==> src/rtl/i2c_slave_pkg.sv <==
// Shared types and constants for the I2C slave register responder.
package i2c_slave_pkg;

    localparam int unsigned ADDR_W = 7;
    localparam int unsigned BYTE_W = 8;

    typedef logic [ADDR_W-1:0] i2c_addr_t;

    typedef enum logic [3:0] {
        ST_IDLE,
        ST_ADDR,
        ST_ADDR_ACK,
        ST_PTR,
        ST_WR_BYTE,
        ST_WR_ACK,
        ST_RD_BYTE,
        ST_RD_ACK,
        ST_IGNORE
    } state_t;

    localparam logic SDA_ACK  = 1'b0;
    localparam logic SDA_NACK = 1'b1;

endpackage

==> src/rtl/i2c_bus_cond_det.sv <==
// Synchronizes SCL/SDA into clk, detects SCL edges and START/STOP conditions.
// Define I2C_SLV_GLITCH_FILTER_EN to add a 3-sample majority filter per line.
module i2c_bus_cond_det (
    input  logic clk,
    input  logic rst_n,
    input  logic scl_i,
    input  logic sda_i,
    output logic sda_c,
    output logic scl_rise_c,
    output logic scl_fall_c,
    output logic start_c,
    output logic stop_c
);

    logic [1:0] scl_sync;
    logic [1:0] sda_sync;
    logic       scl_f;
    logic       sda_f;
    logic       scl_q;
    logic       sda_q;

    always_ff @(posedge clk or negedge rst_n) begin
        if (!rst_n) begin
            scl_sync <= 2'b11;
            sda_sync <= 2'b11;
        end else begin
            scl_sync <= {scl_sync[0], scl_i};
            sda_sync <= {sda_sync[0], sda_i};
        end
    end

`ifdef I2C_SLV_GLITCH_FILTER_EN
    logic [1:0] scl_hist;
    logic [1:0] sda_hist;

    function automatic logic maj3(input logic a, input logic b, input logic c);
        return (a & b) | (a & c) | (b & c);
    endfunction

    always_ff @(posedge clk or negedge rst_n) begin
        if (!rst_n) begin
            scl_hist <= 2'b11;
            sda_hist <= 2'b11;
        end else begin
            scl_hist <= {scl_hist[0], scl_sync[1]};
            sda_hist <= {sda_hist[0], sda_sync[1]};
        end
    end

    // A value must be seen on two of three consecutive samples to pass.
    assign scl_f = maj3(scl_sync[1], scl_hist[0], scl_hist[1]);
    assign sda_f = maj3(sda_sync[1], sda_hist[0], sda_hist[1]);
`else
    assign scl_f = scl_sync[1];
    assign sda_f = sda_sync[1];
`endif

    always_ff @(posedge clk or negedge rst_n) begin
        if (!rst_n) begin
            scl_q <= 1'b1;
            sda_q <= 1'b1;
        end else begin
            scl_q <= scl_f;
            sda_q <= sda_f;
        end
    end

    assign sda_c      = sda_f;
    assign scl_rise_c = scl_f & ~scl_q;
    assign scl_fall_c = ~scl_f & scl_q;
    assign start_c    = scl_f & scl_q & sda_q & ~sda_f;
    assign stop_c     = scl_f & scl_q & ~sda_q & sda_f;

endmodule

==> src/rtl/i2c_slave_responder.sv <==
// I2C slave exposing a byte register file with an auto-incrementing pointer.
// Define I2C_SLV_GLITCH_FILTER_EN to enable majority filtering on SCL/SDA.
module i2c_slave_responder
    import i2c_slave_pkg::*;
#(
    parameter i2c_addr_t   SLV_ADDR  = 7'h33,
    parameter int unsigned MEM_DEPTH = 16
) (
    input  logic       clk,
    input  logic       rst_n,
    input  logic       scl_i,
    input  logic       sda_i,
    output logic       sda_oe,
    output logic       busy,
    output logic       wr_valid,
    output logic [7:0] wr_addr,
    output logic [7:0] wr_data
);

    localparam int unsigned PW = (MEM_DEPTH > 1) ? $clog2(MEM_DEPTH) : 1;

    state_t              state;
    logic [2:0]          bit_cnt;
    logic [BYTE_W-1:0]   shreg;
    logic [PW-1:0]       ptr;
    logic                rw;
    logic                ack_ph;
    logic                mack;
    logic [BYTE_W-1:0]   mem [MEM_DEPTH];

    logic                sda_c;
    logic                scl_rise_c;
    logic                scl_fall_c;
    logic                start_c;
    logic                stop_c;
    logic [BYTE_W-1:0]   byte_c;
    logic                byte_done_c;
    logic                mem_we_c;

    i2c_bus_cond_det u_det (
        .clk        (clk),
        .rst_n      (rst_n),
        .scl_i      (scl_i),
        .sda_i      (sda_i),
        .sda_c      (sda_c),
        .scl_rise_c (scl_rise_c),
        .scl_fall_c (scl_fall_c),
        .start_c    (start_c),
        .stop_c     (stop_c)
    );

    assign byte_c      = {shreg[6:0], sda_c};
    assign byte_done_c = scl_rise_c && (bit_cnt == 3'd7);
    assign mem_we_c    = (state == ST_WR_BYTE) && byte_done_c && !start_c && !stop_c;

    // Register file is intentionally left unreset.
    always_ff @(posedge clk) begin
        if (mem_we_c) mem[ptr] <= byte_c;
    end

    always_ff @(posedge clk or negedge rst_n) begin
        if (!rst_n) begin
            state    <= ST_IDLE;
            bit_cnt  <= '0;
            shreg    <= '0;
            ptr      <= '0;
            rw       <= 1'b0;
            ack_ph   <= 1'b0;
            mack     <= SDA_NACK;
            sda_oe   <= 1'b0;
            busy     <= 1'b0;
            wr_valid <= 1'b0;
            wr_addr  <= '0;
            wr_data  <= '0;
        end else begin
            wr_valid <= 1'b0;
            // Bus conditions override everything, STOP first; partial bytes are dropped.
            if (stop_c) begin
                state   <= ST_IDLE;
                sda_oe  <= 1'b0;
                busy    <= 1'b0;
                bit_cnt <= '0;
            end else if (start_c) begin
                state   <= ST_ADDR;
                sda_oe  <= 1'b0;
                busy    <= 1'b0;
                bit_cnt <= '0;
            end else begin
                if (scl_rise_c) bit_cnt <= 3'(bit_cnt + 3'd1);
                case (state)
                    ST_IDLE, ST_IGNORE: sda_oe <= 1'b0;
                    ST_ADDR: begin
                        if (scl_rise_c) shreg <= byte_c;
                        if (byte_done_c) begin
                            if (byte_c[7:1] == SLV_ADDR) begin
                                state  <= ST_ADDR_ACK;
                                busy   <= 1'b1;
                                rw     <= byte_c[0];
                                ack_ph <= 1'b0;
                            end else begin
                                state  <= ST_IGNORE;
                            end
                        end
                    end
                    ST_ADDR_ACK: begin
                        if (scl_fall_c && !ack_ph) begin
                            sda_oe <= 1'b1;
                            ack_ph <= 1'b1;
                        end else if (scl_fall_c) begin
                            bit_cnt <= '0;
                            if (rw) begin
                                state  <= ST_RD_BYTE;
                                shreg  <= {mem[ptr][6:0], 1'b0};
                                sda_oe <= ~mem[ptr][7];
                            end else begin
                                state  <= ST_PTR;
                                sda_oe <= 1'b0;
                            end
                        end
                    end
                    ST_PTR: begin
                        if (scl_rise_c) shreg <= byte_c;
                        if (byte_done_c) begin
                            ptr    <= PW'(byte_c);
                            state  <= ST_WR_ACK;
                            ack_ph <= 1'b0;
                        end
                    end
                    ST_WR_BYTE: begin
                        if (scl_rise_c) shreg <= byte_c;
                        if (byte_done_c) begin
                            wr_valid <= 1'b1;
                            wr_addr  <= 8'(ptr);
                            wr_data  <= byte_c;
                            ptr      <= PW'(ptr + 1'b1);
                            state    <= ST_WR_ACK;
                            ack_ph   <= 1'b0;
                        end
                    end
                    ST_WR_ACK: begin
                        if (scl_fall_c && !ack_ph) begin
                            sda_oe <= 1'b1;
                            ack_ph <= 1'b1;
                        end else if (scl_fall_c) begin
                            sda_oe  <= 1'b0;
                            bit_cnt <= '0;
                            state   <= ST_WR_BYTE;
                        end
                    end
                    ST_RD_BYTE: begin
                        if (byte_done_c) begin
                            state  <= ST_RD_ACK;
                            ack_ph <= 1'b0;
                            ptr    <= PW'(ptr + 1'b1);
                        end else if (scl_fall_c) begin
                            sda_oe <= ~shreg[7];
                            shreg  <= {shreg[6:0], 1'b0};
                        end
                    end
                    ST_RD_ACK: begin
                        if (scl_fall_c && !ack_ph) begin
                            sda_oe <= 1'b0;
                            ack_ph <= 1'b1;
                        end else if (scl_rise_c && ack_ph) begin
                            mack <= sda_c;
                        end else if (scl_fall_c) begin
                            bit_cnt <= '0;
                            if (mack == SDA_ACK) begin
                                state  <= ST_RD_BYTE;
                                shreg  <= {mem[ptr][6:0], 1'b0};
                                sda_oe <= ~mem[ptr][7];
                            end else begin
                                state  <= ST_IGNORE;
                                sda_oe <= 1'b0;
                            end
                        end
                    end
                    default: begin
                        state  <= ST_IDLE;
                        sda_oe <= 1'b0;
                    end
                endcase
            end
        end
    end

endmodule

==> config.mk <==
export PLATFORM = sky130hd
export DESIGN_NAME = i2c_slave_responder
export DESIGN_NICKNAME = d
export VERILOG_FILES = /design/src/rtl/i2c_slave_pkg.sv /design/src/rtl/i2c_bus_cond_det.sv /design/src/rtl/i2c_slave_responder.sv
export SDC_FILE = /design/constraint.sdc
export NUM_CORES = 1
export LEC_CHECK = 0
export BUFFER_PORTS_ARGS = -buffer_cell sky130_fd_sc_hd__buf_2
export CORE_ASPECT_RATIO = 1.5
export CORE_UTILIZATION = 40
export DETAILED_ROUTE_END_ITERATION = 10
export GPL_TIMING_DRIVEN = 0
export PLACE_DENSITY = 0.53
export SKIP_CTS_REPAIR_TIMING = 1
export SYNTH_ARGS = -nofsm -noshare
export SYNTH_HDL_FRONTEND = slang
export SYNTH_SLANG_ARGS = --single-unit
export TNS_END_PERCENT = 1
==> constraint.sdc <==
create_clock -name clk -period 2.35 [get_ports clk]
set_clock_uncertainty 0.15 [all_clocks]
set_input_delay 0.47 -clock clk [delete_from_list [all_inputs] [get_ports clk]]
set_output_delay 0.47 -clock clk [all_outputs]
set_load 0.005 [all_outputs]
After elaboration in Yosys (flattened, before gate mapping)

Memory sizes are Yosys's and may differ from the RTL's.
Index checks and enable logic that the tools add are counted.

Add/subtract/negate cells: 2
$mul: 0
Divide/modulo/power cells: 0
Magnitude comparators: 0
Eq/ne operators: 44
Shift-type cells: 0
Multiplexer cells: 68
Bitwise logic cells: 16
Reduce and logical (&&, ||, !) cells: 32

Operators with widths:

| kind                                                                   | count |
|---|---|
| 8-bit 2-to-1 mux                                                       | 10 |
| 4-bit 2-to-1 mux                                                       | 16 |
| 4-bit != test (second input constant)                                  | 11 |
| 8-bit case mux with 4 select lines                                     | 1 |
| 1-bit 2-to-1 mux                                                       | 28 |
| 4-bit case mux with 7 select lines                                     | 1 |
| 3-bit 2-to-1 mux                                                       | 8 |
| 2-bit != test (second input constant)                                  | 12 |
| 5-bit != test (second input constant)                                  | 4 |
| 4-bit by 3-bit equality test with 1-bit output (second input constant) | 4 |
| 5-bit AND reduction                                                    | 3 |
| 7-bit AND reduction                                                    | 2 |
| 13-bit AND reduction                                                   | 1 |
| 3-bit nonzero test                                                     | 4 |
| 11-bit AND reduction                                                   | 1 |
| 1-bit inverter                                                         | 9 |
| 3-bit OR reduction                                                     | 3 |
| 4-bit by 2-bit equality test with 1-bit output (second input constant) | 2 |
| 2-bit by 1-bit != test with 1-bit output (second input constant)       | 4 |
| 4-bit case mux with 2 select lines                                     | 1 |
| 2-bit OR reduction                                                     | 4 |
| 1-bit AND                                                              | 7 |
| 7-bit by 6-bit equality test with 1-bit output (second input constant) | 1 |
| 1-bit logical AND                                                      | 6 |
| 17 further kinds                                                       | 19 |

Bits in registers: 43
Latch bits: 0
RAM bits: 128
ROM bits: 0
Bits of input ports: 4
Output and inout bits: 19
Word-level logic and storage cells: 179
Memories: 1

Memory list:

| memory | depth | bits a word | read ports | clocked after memory_dff | wr ports | line                      | text |
|---|---|---|---|---|---|---|---|
| mem    | 16    | 8           | 1          | 0                        | 1        | i2c_slave_responder.sv:29 | `logic [BYTE_W-1:0] mem [MEM_DEPTH];` |

Depth between registers and ports, before layout

Gate-level depths: netlist of the first run.

Word-level depth: 9
Depth in mapped cells: 8
Mapped depth without buffers: 7

Modules after synthesis

From an unflattened synthesis of the first run, not the netlist that was laid out.

Cells, all modules: 461
Area, all modules: 7280.7 um2

By module, submodules not included:

| module              | instances | cells each | area each (um2) | sequential area each (um2) |
|---|---|---|---|---|
| i2c_slave_responder | 1         | 451        | 7090.6          | 4770.8 |
| i2c_bus_cond_det    | 1         | 10         | 190.2           | 157.7 |

Worst setup path before layout of the first run

OpenSTA, ideal clock, no wires.

Kind: flip-flop to flip-flop
Start: register bit_cnt[0]
End: memory mem[0][0], enable pin
Setup time: 0.370 ns
Arrival time: 2.060 ns
Required time: 1.830 ns
Setup slack: -0.230 ns
Stages on the path, launching flop included: 8
Buffers on the path: 1
Clock period less this slack: 2.580 ns
Cells stage by stage: dfrtp_1 ha_1 ha_1 nand3b_1 nor4_4 buf_2 nand2_1 nor2_1

Cells in the longest elaborated chain, start to end: 7

RTL lines:

| element                                | line                      | text |
|---|---|---|
| start: declaration                     | i2c_slave_responder.sv:23 | `logic [2:0] bit_cnt;` |
| start signal: assignment               | i2c_slave_responder.sv:89 | `if (scl_rise_c) bit_cnt <= 3'(bit_cnt + 3'd1);` |
| 3-bit equality test                    | i2c_slave_responder.sv:53 | `assign byte_done_c = scl_rise_c && (bit_cnt == 3'd7);` |
| 1-bit logical AND                      | i2c_slave_responder.sv:53 |  |
| 1-bit logical AND (3 in a row)         | i2c_slave_responder.sv:54 | `assign mem_we_c = (state == ST_WR_BYTE) && byte_done_c && !start_c && !stop_c;` |
| 1-bit 2-to-1 mux                       | i2c_slave_responder.sv:58 | `if (mem_we_c) mem[ptr] <= byte_c;` |
| 1-bit 2-to-1 mux (not written as such) | i2c_slave_responder.sv:58 |  |
| end: declaration                       | i2c_slave_responder.sv:29 |  |

No other way between the ends.

Final worst setup path of the first run

Start: register ptr[3]
End: register shreg[5]

Cells in the longest elaborated chain, start to end: 6
Elaborated cells between the ends (all ways): 9
Those cells by class: mux (8); memory (1)

RTL lines:

| element                              | line                       | text |
|---|---|---|
| start: declaration                   | i2c_slave_responder.sv:25  | `logic [PW-1:0] ptr;` |
| start signal: assignment             | i2c_slave_responder.sv:124 | `ptr <= PW'(byte_c);` |
| start signal: assignment             | i2c_slave_responder.sv:135 | `ptr <= PW'(ptr + 1'b1);` |
| start signal: assignment             | i2c_slave_responder.sv:154 | `ptr <= PW'(ptr + 1'b1);` |
| memory read 16 x 8 bit *             | --                         |  |
| 8-bit 2-to-1 mux                     | i2c_slave_responder.sv:168 | `if (mack == SDA_ACK) begin` |
| 8-bit 2-to-1 mux                     | i2c_slave_responder.sv:166 | `end else if (scl_fall_c) begin` |
| 8-bit 2-to-1 mux                     | i2c_slave_responder.sv:164 | `end else if (scl_rise_c && ack_ph) begin` |
| 8-bit 2-to-1 mux                     | i2c_slave_responder.sv:161 | `if (scl_fall_c && !ack_ph) begin` |
| 8-bit case mux with 4 select lines * | i2c_slave_responder.sv:90  | `case (state)` |
| end signal: assignment               | i2c_slave_responder.sv:93  | `if (scl_rise_c) shreg <= byte_c;` |
| end signal: assignment               | i2c_slave_responder.sv:157 | `shreg <= {shreg[6:0], 1'b0};` |
| end signal: assignment               | i2c_slave_responder.sv:170 | `shreg <= {mem[ptr][6:0], 1'b0};` |
| end: declaration                     | i2c_slave_responder.sv:24  | `logic [BYTE_W-1:0] shreg;` |

Mark *: on every way between the ends. The rest lies on a longest branch, timed or not. The select of a mux whose other input is x is not followed.
A chain may end at the register's enable or synchronous reset.

==> qor.tcl, run 1 <==
set qor(fin_cells) 762
set qor(synth-async-reset-ratio_pct) 25.1
set qor(irDropWorstVdd_mv) 0.495
set qor(cts_root_buffer) {sky130_fd_sc_hd__clkbuf_16}
set qor(timing.hold.worst.class) {input pin to async pin}
set qor(die_w_um) 112
set qor(tritoncts) {yes}
set qor(synth.top_cells.by_area) {sky130_fd_sc_hd__edfxtp_1 53%, sky130_fd_sc_hd__dfrtp_1 12%, sky130_fd_sc_hd__mux4_2 7.1%}
set qor(power-per-cell-area_nw_per_um2) 764
set qor(setup.worst_path.start_class) {flip-flop}
set qor(synthDominantCellAreaShare_pct) 53.0
set qor(floorplan.core_area_um2) 17900
set qor(gr-usage-met1_pct) 21.9
set qor(grt_pass1_wl_um) 25400
set qor(finish.net_count) 542
set qor(dp_hpwl_um) 11200
set qor(synth-edff-count) 128
set qor(antenna_violations_before_repair) 0
set qor(placement_rows) 60
set qor(synth_area_um2) 7260
set qor(gr-total-overflow) 0
set qor(setup_viol_count_final) 102
set qor(worst_hold_slack_ps) 54.1
set qor(worst-setup-path-type) {flip-flop to flip-flop}
set qor(timing.slew.headroom_pct) 34.3
set qor(globalRouteMet3Util_pct) 2.77
set qor(post_synthesis_to_final_layout_area_growth_pct) 22.1
set qor(synth_ff_type) {sky130_fd_sc_hd__edfxtp_1}
set qor(clock_sinks) 171
set qor(route.vias.total) 4240
set qor(boundaryPins) 23
set qor(fin_util_pct) 49.6
set qor(unrepaired_setup_endpoints_after_global_routing) {yes}
set qor(die_area_um2) 18700
set qor(pre_cts_slack_ps) -861
set qor(grtUsageMet2_pct) 34.8
set qor(post-place-cells) 702
set qor(yosys.area.top_type) {sky130_fd_sc_hd__edfxtp_1}
set qor(avg_synthesized_cell_area_um2) 15.6
set qor(hold_viol_final) 0
set qor(grt_max_degree) 44
set qor(grt_pass1_vias) 4249
set qor(timing.critical_path.fanout_max) 10
set qor(clk_latency_ps) 420
set qor(combined_global_route_utilization_of_all_metal_layers_pct) 18.8
set qor(die_h_um) 167
set qor(outcome) {finished, violations left}
set qor(routed_wire_length_per_instance_um) 22.3
set qor(placer_s_final_routability_congestion_estimate) 0.867
set qor(most_common_cell_after_layout_fill_and_taps_aside) {sky130_fd_sc_hd__edfxtp_1}
set qor(finalCriticalPeriod_ps) 2420
set qor(number_of_design_rule_violations_left_after_detail_routing) 2
set qor(clock_path_buffers) 2
set qor(insertedDiodeCount) 0
set qor(drt_first_iter_violations) 269
set qor(timing.max_cap.violations) 0
set qor(crit_required_ps) 2510
set qor(starting_density_pct) 40.6
set qor(layout_common_cells) {128 x sky130_fd_sc_hd__edfxtp_1, 30 x sky130_fd_sc_hd__dfrtp_1, 23 x sky130_fd_sc_hd__mux2i_1, 23 x sky130_fd_sc_hd__mux4_2}
set qor(yosys.cell_types.count) 54
set qor(viasPerCell) 5.56
set qor(kind_of_end_point_of_the_critical_path) {flip-flop}
set qor(final_layout_size_suffix_gt1_share_pct) 35.6
set qor(synthesis.instances) 464
set qor(worst_slew_pin_slew_ps) 986
set qor(final_max_slew_viol_count) 0
set qor(timing.final.crit_share_pct) 103
set qor(fmaxAchievable_mhz) 413
set qor(cts_inserted_buffers) 17
set qor(drt.antenna.violating_nets) 0
set qor(drt-total-wl_um) 17000
set qor(synth_sequential_area_ratio_pct) 67.9
set qor(port_buffers) 18
set qor(violations_in_the_final_reports) {DRC, setup timing}
set qor(ys.warnings.count) 0
set qor(drt-pass1-iter-count) 8
set qor(worst-endpoint-arrival_ps) 2580
set qor(cellLeakagePower_nw) 3.14
set qor(cts_max_level) 4
set qor(final.setup.worst_slack_ps) -70.2
set qor(yosys_reg_bits) 171
set qor(global_route.peak_usage_layer) {met2}
set qor(clkSlewWorstSetupHoldPaths_ps) 80
[cell usage after synthesis (all sizes together), types with 3 or more instances]
cell    instances
nor2           32
mux2           24
clkbuf         14
a21oi          17
nand3           7
buf            16
mux2i          24
nor2b           6
nor4            4
dfstp           7
or2             3
nand2b          7
mux4           23
nor3            3
edfxtp        128
nand2          22
xnor2           3
dfrtp          36
nand3b          3
or4             3
a22oi           6
ha              6
inv            11
o22ai          13
o21ai          15
[per-stage QoR]
| step | TNS, ps | power, mW | instance area [um^2] |
|---|---|---|---|
| 6_report | -2550 | 6.77 | 8860 |
| 3_5_place_dp | -111140 | 4.11 | 7670 |
| 5_1_grt | -17030 | 6.99 | 8860 |
| 4_1_cts | -113440 | 6.81 | 8250 |
| 3_3_place_gp | -108580 | 4.08 | 7670 |
| 2_1_floorplan | -6550 | 3.88 | 7310 |
[flip-flops by register name, summed over array words and instances, names as in the netlist, 2 cells and up]
register and count:
mem 128, shreg 8, wr_data 8, ptr 4, state 4, wr_addr 4, bit_cnt 3, u_det.scl_sync 2
u_det.sda_sync 2
[critical path, cell delays in order, from the launching register on]
cell and delay, ps:
sky130_fd_sc_hd__dfrtp_1 640, sky130_fd_sc_hd__clkbuf_2 410, sky130_fd_sc_hd__mux4_2 390, sky130_fd_sc_hd__a22oi_1 340
sky130_fd_sc_hd__a21oi_1 160, sky130_fd_sc_hd__o22ai_1 130, sky130_fd_sc_hd__mux2i_1 90
[worst paths after layout]
path	endpoint	startpoint	depth (start not counted)	slack (ps)
min reg2reg	u_det.scl_sync[1]$_DFF_PN1_	u_det.scl_sync[0]$_DFF_PN1_	0	210
max in group asynchronous	shreg[3]$_DFFE_PN0P_	rst_n	1	1260
min in group clk	u_det.scl_sync[1]$_DFF_PN1_	u_det.scl_sync[0]$_DFF_PN1_	0	210
min	ack_ph$_DFFE_PN0P_	rst_n	1	50
max	shreg[5]$_DFFE_PN0P_	ptr[3]$_DFFE_PN0P_	6	-70
max reg2reg	shreg[5]$_DFFE_PN0P_	ptr[3]$_DFFE_PN0P_	6	-70
[metal layers]
metal,vias up,part of all wire [%]
met2,90,55
met3,26,3.1
li1,1924,-
met5,-,0
met1,2200,40
met4,0,2.1
[report_power, final]
part	internal (mW)	leakage (nW)	switching (mW)	total (mW)
logic	0.111	1.14	0.116	0.227
registers	3.52	1.72	0.316	3.84
clock network	1.42	0.284	1.29	2.71
total	5.05	3.14	1.72	6.77
[kinds of logic (layout without fill, tap and decap cells)]
group | after synthesis | after routing | synth area share [%]
fa+ha+maj | 6 | 6 | 1.03
simple gates | 97 | 97 | 6.97
compound gates | 74 | 74 | 6.53
other cells | 1 | 4 | 0.0517
buf+inv | 41 | 119 | 2.59
xor+xnor | 3 | 3 | 0.466
flops | 171 | 171 | 67.9
mux | 71 | 71 | 14.4
[cell type report]
class                      count  area (um^2)
buffer                        27          178
clock buffer                  18          429
clock inverter                14          150
fill                        1537         9000
inverter                      11         41.3
multi-input combinational    255         2340
sequential                   171         4940
tap                          217          272
timing repair buffer          49          512
No activity file was read; power rests on OpenSTA's default activity.
==> inputs of run 2 (changes only) <==
==> constraint.sdc (replaced) <==
create_clock -name clk -period 1.95 [get_ports clk]
set_clock_uncertainty 0.15 [all_clocks]
set_input_delay 0.39 -clock clk [delete_from_list [all_inputs] [get_ports clk]]
set_output_delay 0.39 -clock clk [all_outputs]
set_load 0.005 [all_outputs]
==> qor.tcl, run 2 (synthesized netlist as in run 1, its figures left out) <==
set qor(crit_path_frequent_cell) {sky130_fd_sc_hd__buf_12}
set qor(post_synthesis_to_final_layout_area_growth_pct) 22.2
set qor(largest_register_ff_count) 128
set qor(antenna_violations_before_repair) 0
set qor(timing.critical_path.fanout_max) 8
set qor(placer_s_final_routability_congestion_estimate) 0.888
set qor(cts_inserted_buffers) 17
set qor(reg_top3) {mem: 128 flops, shreg: 8 flops, wr_data: 8 flops}
set qor(cts_max_level) 4
set qor(grt_pass1_wl_um) 26300
set qor(report.power.total_mw) 8.04
set qor(timing.max_cap.violations) 0
set qor(finalCriticalPeriod_ps) 2390
set qor(drt_first_iter_violations) 272
set qor(power-per-cell-area_nw_per_um2) 907
set qor(timing.hold.worst.class) {input pin to async pin}
set qor(finish.net_count) 537
set qor(most_common_cell_after_layout_fill_and_taps_aside) {sky130_fd_sc_hd__edfxtp_1}
set qor(violations_in_the_final_reports) {DRC, hold timing, setup timing}
set qor(pre_cts_slack_ps) -947
set qor(post-place-cells) 702
set qor(crit_required_ps) 1930
set qor(setup_viol_count_final) 160
set qor(drt-total-wl_um) 17000
set qor(drt-pass1-iter-count) 7
set qor(routed_wire_length_per_instance_um) 22.5
set qor(outcome) {finished, violations left}
set qor(cellLeakagePower_nw) 3.07
set qor(gr-total-overflow) 0
set qor(combined_global_route_utilization_of_all_metal_layers_pct) 19.3
set qor(die_h_um) 167
set qor(kind_of_end_point_of_the_critical_path) {flip-flop}
set qor(starting_density_pct) 40.6
set qor(clk_latency_ps) 420
set qor(worst-endpoint-arrival_ps) 2370
set qor(insertedDiodeCount) 0
set qor(route.vias.total) 4224
set qor(die_area_um2) 18700
set qor(worst-setup-path-type) {flip-flop to flip-flop}
set qor(number_of_design_rule_violations_left_after_detail_routing) 1
set qor(worst_slew_pin_slew_ps) 1010
set qor(fillCellCount) 1550
set qor(tritoncts) {yes}
set qor(timing.final.crit_share_pct) 122
set qor(dp_hpwl_um) 11300
set qor(floorplan.core_area_um2) 17900
set qor(clock_sinks) 171
set qor(drt.antenna.violating_nets) 0
set qor(largest_stage_delay_worst_path_ps) 370
set qor(grt_max_degree) 44
set qor(path_cells) {ha_2 -> ha_4 -> nand3b_1 -> nor4_4 -> buf_6 -> buf_12 -> nand2_4 -> nor2_4 -> buf_12}
set qor(hold_viol_final) 16
set qor(critPathTopFamily) {simple AND/OR/NAND/NOR gates}
set qor(irDropWorstVdd_mv) 0.646
set qor(fin_cells) 757
set qor(placement_rows) 60
set qor(viasPerCell) 5.58
set qor(boundaryPins) 23
set qor(max_flop_register) {mem}
set qor(cts_root_buffer) {sky130_fd_sc_hd__clkbuf_16}
set qor(timing.slew.headroom_pct) 32.9
set qor(worst_hold_slack_ps) -12.4
set qor(fin_setup_tns_ps) -58630
set qor(fmaxAchievable_mhz) 419
set qor(port_buffers) 18
set qor(unrepaired_setup_endpoints_after_global_routing) {yes}
set qor(clkSlewWorstSetupHoldPaths_ps) 70
set qor(critical_path.n_buffers_inverters) 3
set qor(grt_pass1_vias) 4374
set qor(layout_common_cells) {128 x sky130_fd_sc_hd__edfxtp_1, 29 x sky130_fd_sc_hd__dfrtp_1, 23 x sky130_fd_sc_hd__mux2i_1, 23 x sky130_fd_sc_hd__mux4_2, 21 x sky130_fd_sc_hd__mux2_2}
set qor(clock_path_buffers) 2
set qor(final.setup.worst_slack_ps) -439
set qor(die_w_um) 112
set qor(final_layout_size_suffix_gt1_share_pct) 36.5
set qor(final_max_slew_viol_count) 0
set qor(crit_slowest_cell) {sky130_fd_sc_hd__dfrtp_1}
set qor(setup.worst_path.start_class) {flip-flop}
## run 2: path summary, 6_finish.rpt
kind	startpoint	to	slack [ps]	cells after the start
worst max-delay path	bit_cnt[0]$_DFF_PN0_	mem[5][6]$_DFFE_PP_	-440	9
worst min register to register	u_det.sda_sync[0]$_DFF_PN1_	u_det.sda_sync[1]$_DFF_PN1_	210	0
worst max register to register	bit_cnt[0]$_DFF_PN0_	mem[5][6]$_DFFE_PP_	-440	9
max in group asynchronous	rst_n	shreg[3]$_DFFE_PN0P_	930	1
min in group clk	u_det.sda_sync[0]$_DFF_PN1_	u_det.sda_sync[1]$_DFF_PN1_	210	0
worst min-delay path	rst_n	bit_cnt[1]$_DFF_PN0_	-10	1
## run 2: power breakdown
group	switching [mW]	internal, mW
logic	0.146	0.144
registers	0.381	4.24
clock network	1.46	1.66
total	1.99	6.05
## run 2: worst register-to-register path, stage by stage, from the launching register on
cell	delay (ps)
sky130_fd_sc_hd__dfrtp_1	370
sky130_fd_sc_hd__ha_2	200
sky130_fd_sc_hd__ha_4	140
sky130_fd_sc_hd__nand3b_1	200
sky130_fd_sc_hd__nor4_4	270
sky130_fd_sc_hd__buf_6	170
sky130_fd_sc_hd__buf_12	170
sky130_fd_sc_hd__nand2_4	140
sky130_fd_sc_hd__nor2_4	150
sky130_fd_sc_hd__buf_12	140
## run 2: through the flow
| step | instance area [um^2] | util, % |
|---|---|---|
| global route | 8870 | 49.6 |
| finish | 8870 | 49.6 |
| detailed placement | 7790 | 43.6 |
| CTS | 8330 | 46.6 |
| floorplan | 7420 | - |
| global placement | 7790 | 43.6 |
## run 2: layer usage
layer	vias to the layer above	part of all wire [%]	GRT usage (%)
met5	-	0	0
met4	0	1.5	5.68
met3	24	3.1	3.35
met2	92	56	35.6
met1	2188	40	23.0
li1	1920	-	-
## run 2: final cells by class
cell class	instances	area, um^2	area share [%]
Tap cell	217	272	3.06
Inverter	11	41.3	0.466
Clock buffer	18	429	4.84
Clock inverter	14	116	1.31
Timing Repair Buffer	44	452	5.09
Sequential cell	171	4950	55.8
Buffer	27	211	2.38
Multi-Input combinational cell	255	2400	27.1
==> inputs of run 3 (changes only) <==
--- a/config.mk
+++ b/config.mk
@@ -5,12 +5,13 @@
 export SDC_FILE = /design/constraint.sdc
 export NUM_CORES = 1
 export LEC_CHECK = 0
+export ABC_AREA = 1
 export BUFFER_PORTS_ARGS = -buffer_cell sky130_fd_sc_hd__buf_2
 export CORE_ASPECT_RATIO = 1.5
 export CORE_UTILIZATION = 40
 export DETAILED_ROUTE_END_ITERATION = 10
 export GPL_TIMING_DRIVEN = 0
-export PLACE_DENSITY = 0.53
+export PLACE_DENSITY = 0.51
 export SKIP_CTS_REPAIR_TIMING = 1
 export SYNTH_ARGS = -nofsm -noshare
 export SYNTH_HDL_FRONTEND = slang
==> constraint.sdc (replaced) <==
create_clock -name clk -period 2.2 [get_ports clk]
set_clock_uncertainty 0.15 [all_clocks]
set_input_delay 0.44 -clock clk [delete_from_list [all_inputs] [get_ports clk]]
set_output_delay 0.44 -clock clk [all_outputs]
set_load 0.005 [all_outputs]
==> qor.tcl, run 3 <==
set qor(timing.max_cap.violations) 0
set qor(worst_flop_to_flop_path_startpoint) {ptr[1]$_DFFE_PN0P_}
set qor(finalCriticalPeriod_ps) 2160
set qor(synth-async-reset-ratio_pct) 25.1
set qor(port_buffers) 18
set qor(die_area_um2) 20400
set qor(ys.warnings.count) 0
set qor(synth.cells.most_frequent) {284 x sky130_fd_sc_hd__nand2_1, 128 x sky130_fd_sc_hd__edfxtp_1, 118 x sky130_fd_sc_hd__inv_1}
set qor(kind_of_end_point_of_the_critical_path) {flip-flop}
set qor(max_flop_register) {mem}
set qor(gr-total-overflow) 0
set qor(synth_sequential_area_ratio_pct) 62.0
set qor(power-per-cell-area_nw_per_um2) 812
set qor(timing.hold.worst.class) {input pin to async pin}
set qor(drt_first_iter_violations) 278
set qor(starting_density_pct) 41.1
set qor(r2r-end) {shreg[4]$_DFFE_PN0P_}
set qor(timing.final.crit_share_pct) 98.3
set qor(synthesis.instances) 840
set qor(avg_synthesized_cell_area_um2) 9.46
set qor(drt-pass1-iter-count) 6
set qor(dp_hpwl_um) 14000
set qor(grt_pass1_vias) 5552
set qor(viasPerCell) 4.80
set qor(timing.critical_path.fanout_max) 10
set qor(timing.slew.headroom_pct) 33.2
set qor(power_switching_share_pct) 26.0
set qor(largest_register_ff_count) 128
set qor(synthDominantCellAreaShare_pct) 48.4
set qor(finish.net_count) 905
set qor(cellLeakagePower_nw) 4.23
set qor(final_standard_cell_area_without_fillers_um2) 9350
set qor(worst-endpoint-arrival_ps) 2330
set qor(synth-edff-count) 128
set qor(boundaryPins) 23
set qor(most_common_cell_after_layout_fill_and_taps_aside) {sky130_fd_sc_hd__nand2_1}
set qor(antenna_violations_before_repair) 0
set qor(power_frac_clock_pct) 39.5
set qor(clk_latency_ps) 420
set qor(clock_path_buffers) 2
set qor(grt_pass1_wl_um) 31400
set qor(unrepaired_setup_endpoints_after_global_routing) {yes}
set qor(synth_ff_type) {sky130_fd_sc_hd__edfxtp_1}
set qor(grt_max_degree) 44
set qor(layout_common_cells) {279 x sky130_fd_sc_hd__nand2_1, 128 x sky130_fd_sc_hd__edfxtp_1, 117 x sky130_fd_sc_hd__inv_1}
set qor(floorplan.core_area_um2) 19300
set qor(route.vias.total) 5585
set qor(combined_global_route_utilization_of_all_metal_layers_pct) 21.3
set qor(synth.top_cells.by_area) {sky130_fd_sc_hd__edfxtp_1 48%, sky130_fd_sc_hd__nand2_1 13%, sky130_fd_sc_hd__dfrtp_1 11%}
set qor(setup_viol_count_final) 0
set qor(worst-setup-path-type) {flip-flop to flip-flop}
set qor(drt-total-wl_um) 20500
set qor(report.power.total_mw) 7.59
set qor(number_of_design_rule_violations_left_after_detail_routing) 0
set qor(cts_root_buffer) {sky130_fd_sc_hd__clkbuf_16}
set qor(fmaxAchievable_mhz) 462
set qor(clock_sinks) 171
set qor(cts_inserted_buffers) 17
set qor(yosys_reg_bits) 171
set qor(placement_rows) 62
set qor(cts_max_level) 4
set qor(outcome) {finished clean}
set qor(final_layout_size_suffix_gt1_share_pct) 18.7
set qor(final_max_slew_viol_count) 0
set qor(setup.worst_path.start_class) {flip-flop}
set qor(ff2ff_path_depth) 11
set qor(tritoncts) {yes}
set qor(die_h_um) 175
set qor(hold_viol_final) 0
set qor(worst-r2r-setup-slack_ps) 40
set qor(reg_top3) {mem: 128 flops, shreg: 8 flops, wr_data: 8 flops}
set qor(yosys.area.top_type) {sky130_fd_sc_hd__edfxtp_1}
set qor(worst_slew_pin_slew_ps) 1000
set qor(power_frac_comb_pct) 4.5
set qor(postPlaceCellArea_um2) 8370
set qor(most_repeated_cell_in_the_gate_level_netlist_after_synthesis) {sky130_fd_sc_hd__nand2_1}
set qor(irDropWorstVdd_mv) 0.458
set qor(worst_hold_slack_ps) 8.50
set qor(fin_util_pct) 48.4
set qor(die_w_um) 117
set qor(drt.antenna.violating_nets) 0
set qor(switching_power_of_the_nets_mw) 1.97
set qor(routed_wire_length_per_instance_um) 17.6
set qor(crit_required_ps) 2370
set qor(placer_s_final_routability_congestion_estimate) 0.894
set qor(cellInternalPower_mw) 5.62
set qor(yosys.cell_types.count) 35
set qor(insertedDiodeCount) 0
set qor(clkSlewWorstSetupHoldPaths_ps) 70
set qor(synth_area_um2) 7950
set qor(power.share.sequential_pct) 56.0
set qor(post_synthesis_to_final_layout_area_growth_pct) 17.7
## run 3: cell count changes after synthesis, sizes merged, moves of 7 or more
cell    previous run  this run
a21oi             17         4
buf               16        24
inv               11       124
mux2              24         0
mux2i             24         2
mux4              23         0
nand2             22       299
nand2b             7         0
nand3              7        87
nor2              32        54
o21ai             15        42
o22ai             13         0
## run 3: cell families (layout without fill, tap and decap cells)
group / after synthesis / count (layout) / synth area share (%)
and+or+nand+nor: 450 / 450 / 25.0
DFF: 171 / 171 / 62.0
buffers and inverters: 158 / 223 / 8.22
AOI/OAI and AO/OA: 49 / 49 / 3.24
adders and majority gates: 6 / 6 / 0.945
xor gates and xnor gates: 3 / 3 / 0.331
muxes: 2 / 2 / 0.252
other: 1 / 4 / 0.0472
## run 3: per-layer routing
layer | track usage [%] | up-vias | wire length [um]
met1 | 24.9 | 2633 | 7990
li1 | - | 2800 | -
met2 | 39.3 | 129 | 11300
met3 | 2.50 | 23 | 647
met4 | 7.54 | 0 | 510
met5 | 0 | - | 0
## run 3: stage by stage
step | setup TNS, ps | setup WS, ps | cells
2_1_floorplan | 0 | 122 | 843
3_3_place_gp | -66880 | -576 | 1117
3_5_place_dp | -74110 | -602 | 1117
4_1_cts | -75730 | -619 | 1149
5_1_grt | -759 | -44.0 | 1164
6_report | 0 | 36.6 | 1164
## run 3: critical path, cell delays in order, from the launching register on
cell	delay (ps)
sky130_fd_sc_hd__dfrtp_1	370
sky130_fd_sc_hd__buf_2	230
sky130_fd_sc_hd__clkinvlp_4	250
sky130_fd_sc_hd__buf_2	280
sky130_fd_sc_hd__nand3_1	110
sky130_fd_sc_hd__nand2_1	90
sky130_fd_sc_hd__nand2_1	70
sky130_fd_sc_hd__nand2_1	140
sky130_fd_sc_hd__o21ai_1	220
sky130_fd_sc_hd__nand2_1	70
sky130_fd_sc_hd__nand2_1	50
sky130_fd_sc_hd__nand2_1	40
## run 3: cell type report
type / count / area [um^2]
fill: 1801 / 9960
sequential: 171 / 4940
multi-input combinational: 514 / 2540
inverter: 126 / 480
clock buffer: 19 / 454
tap: 256 / 320
timing repair buffer: 33 / 274
buffer: 32 / 213
clock inverter: 13 / 129
## run 3: how the worst max path moves through the flow
stage | start | to | slack (ps) | depth (start not counted)
final | ptr[1]$_DFFE_PN0P_ | shreg[4]$_DFFE_PN0P_ | 40 | 11
after global routing | ptr[2]$_DFFE_PN0P_ | mem[5][7]$_DFFE_PP_ | -40 | 5
after CTS | u_det.scl_sync[1]$_DFF_PN1_ | mem[2][7]$_DFFE_PP_ | -620 | 6
after detailed placement | u_det.scl_sync[1]$_DFF_PN1_ | mem[2][2]$_DFFE_PP_ | -600 | 6
after global placement | u_det.scl_sync[1]$_DFF_PN1_ | mem[7][0]$_DFFE_PP_ | -580 | 6
after floorplan | u_det.scl_sync[1]$_DFF_PN1_ | mem[12][0]$_DFFE_PP_ | 120 | 6
## run 3: power by group through the flow
stage	clock [mW]	combinational (mW)	sequential (mW)
after global placement	0	0.311	4.31
after floorplan	0	0.237	4.07
after detailed placement	0	0.325	4.34
final	3.00	0.340	4.25
after CTS	3.06	0.326	4.27
after global routing	3.17	0.392	4.29
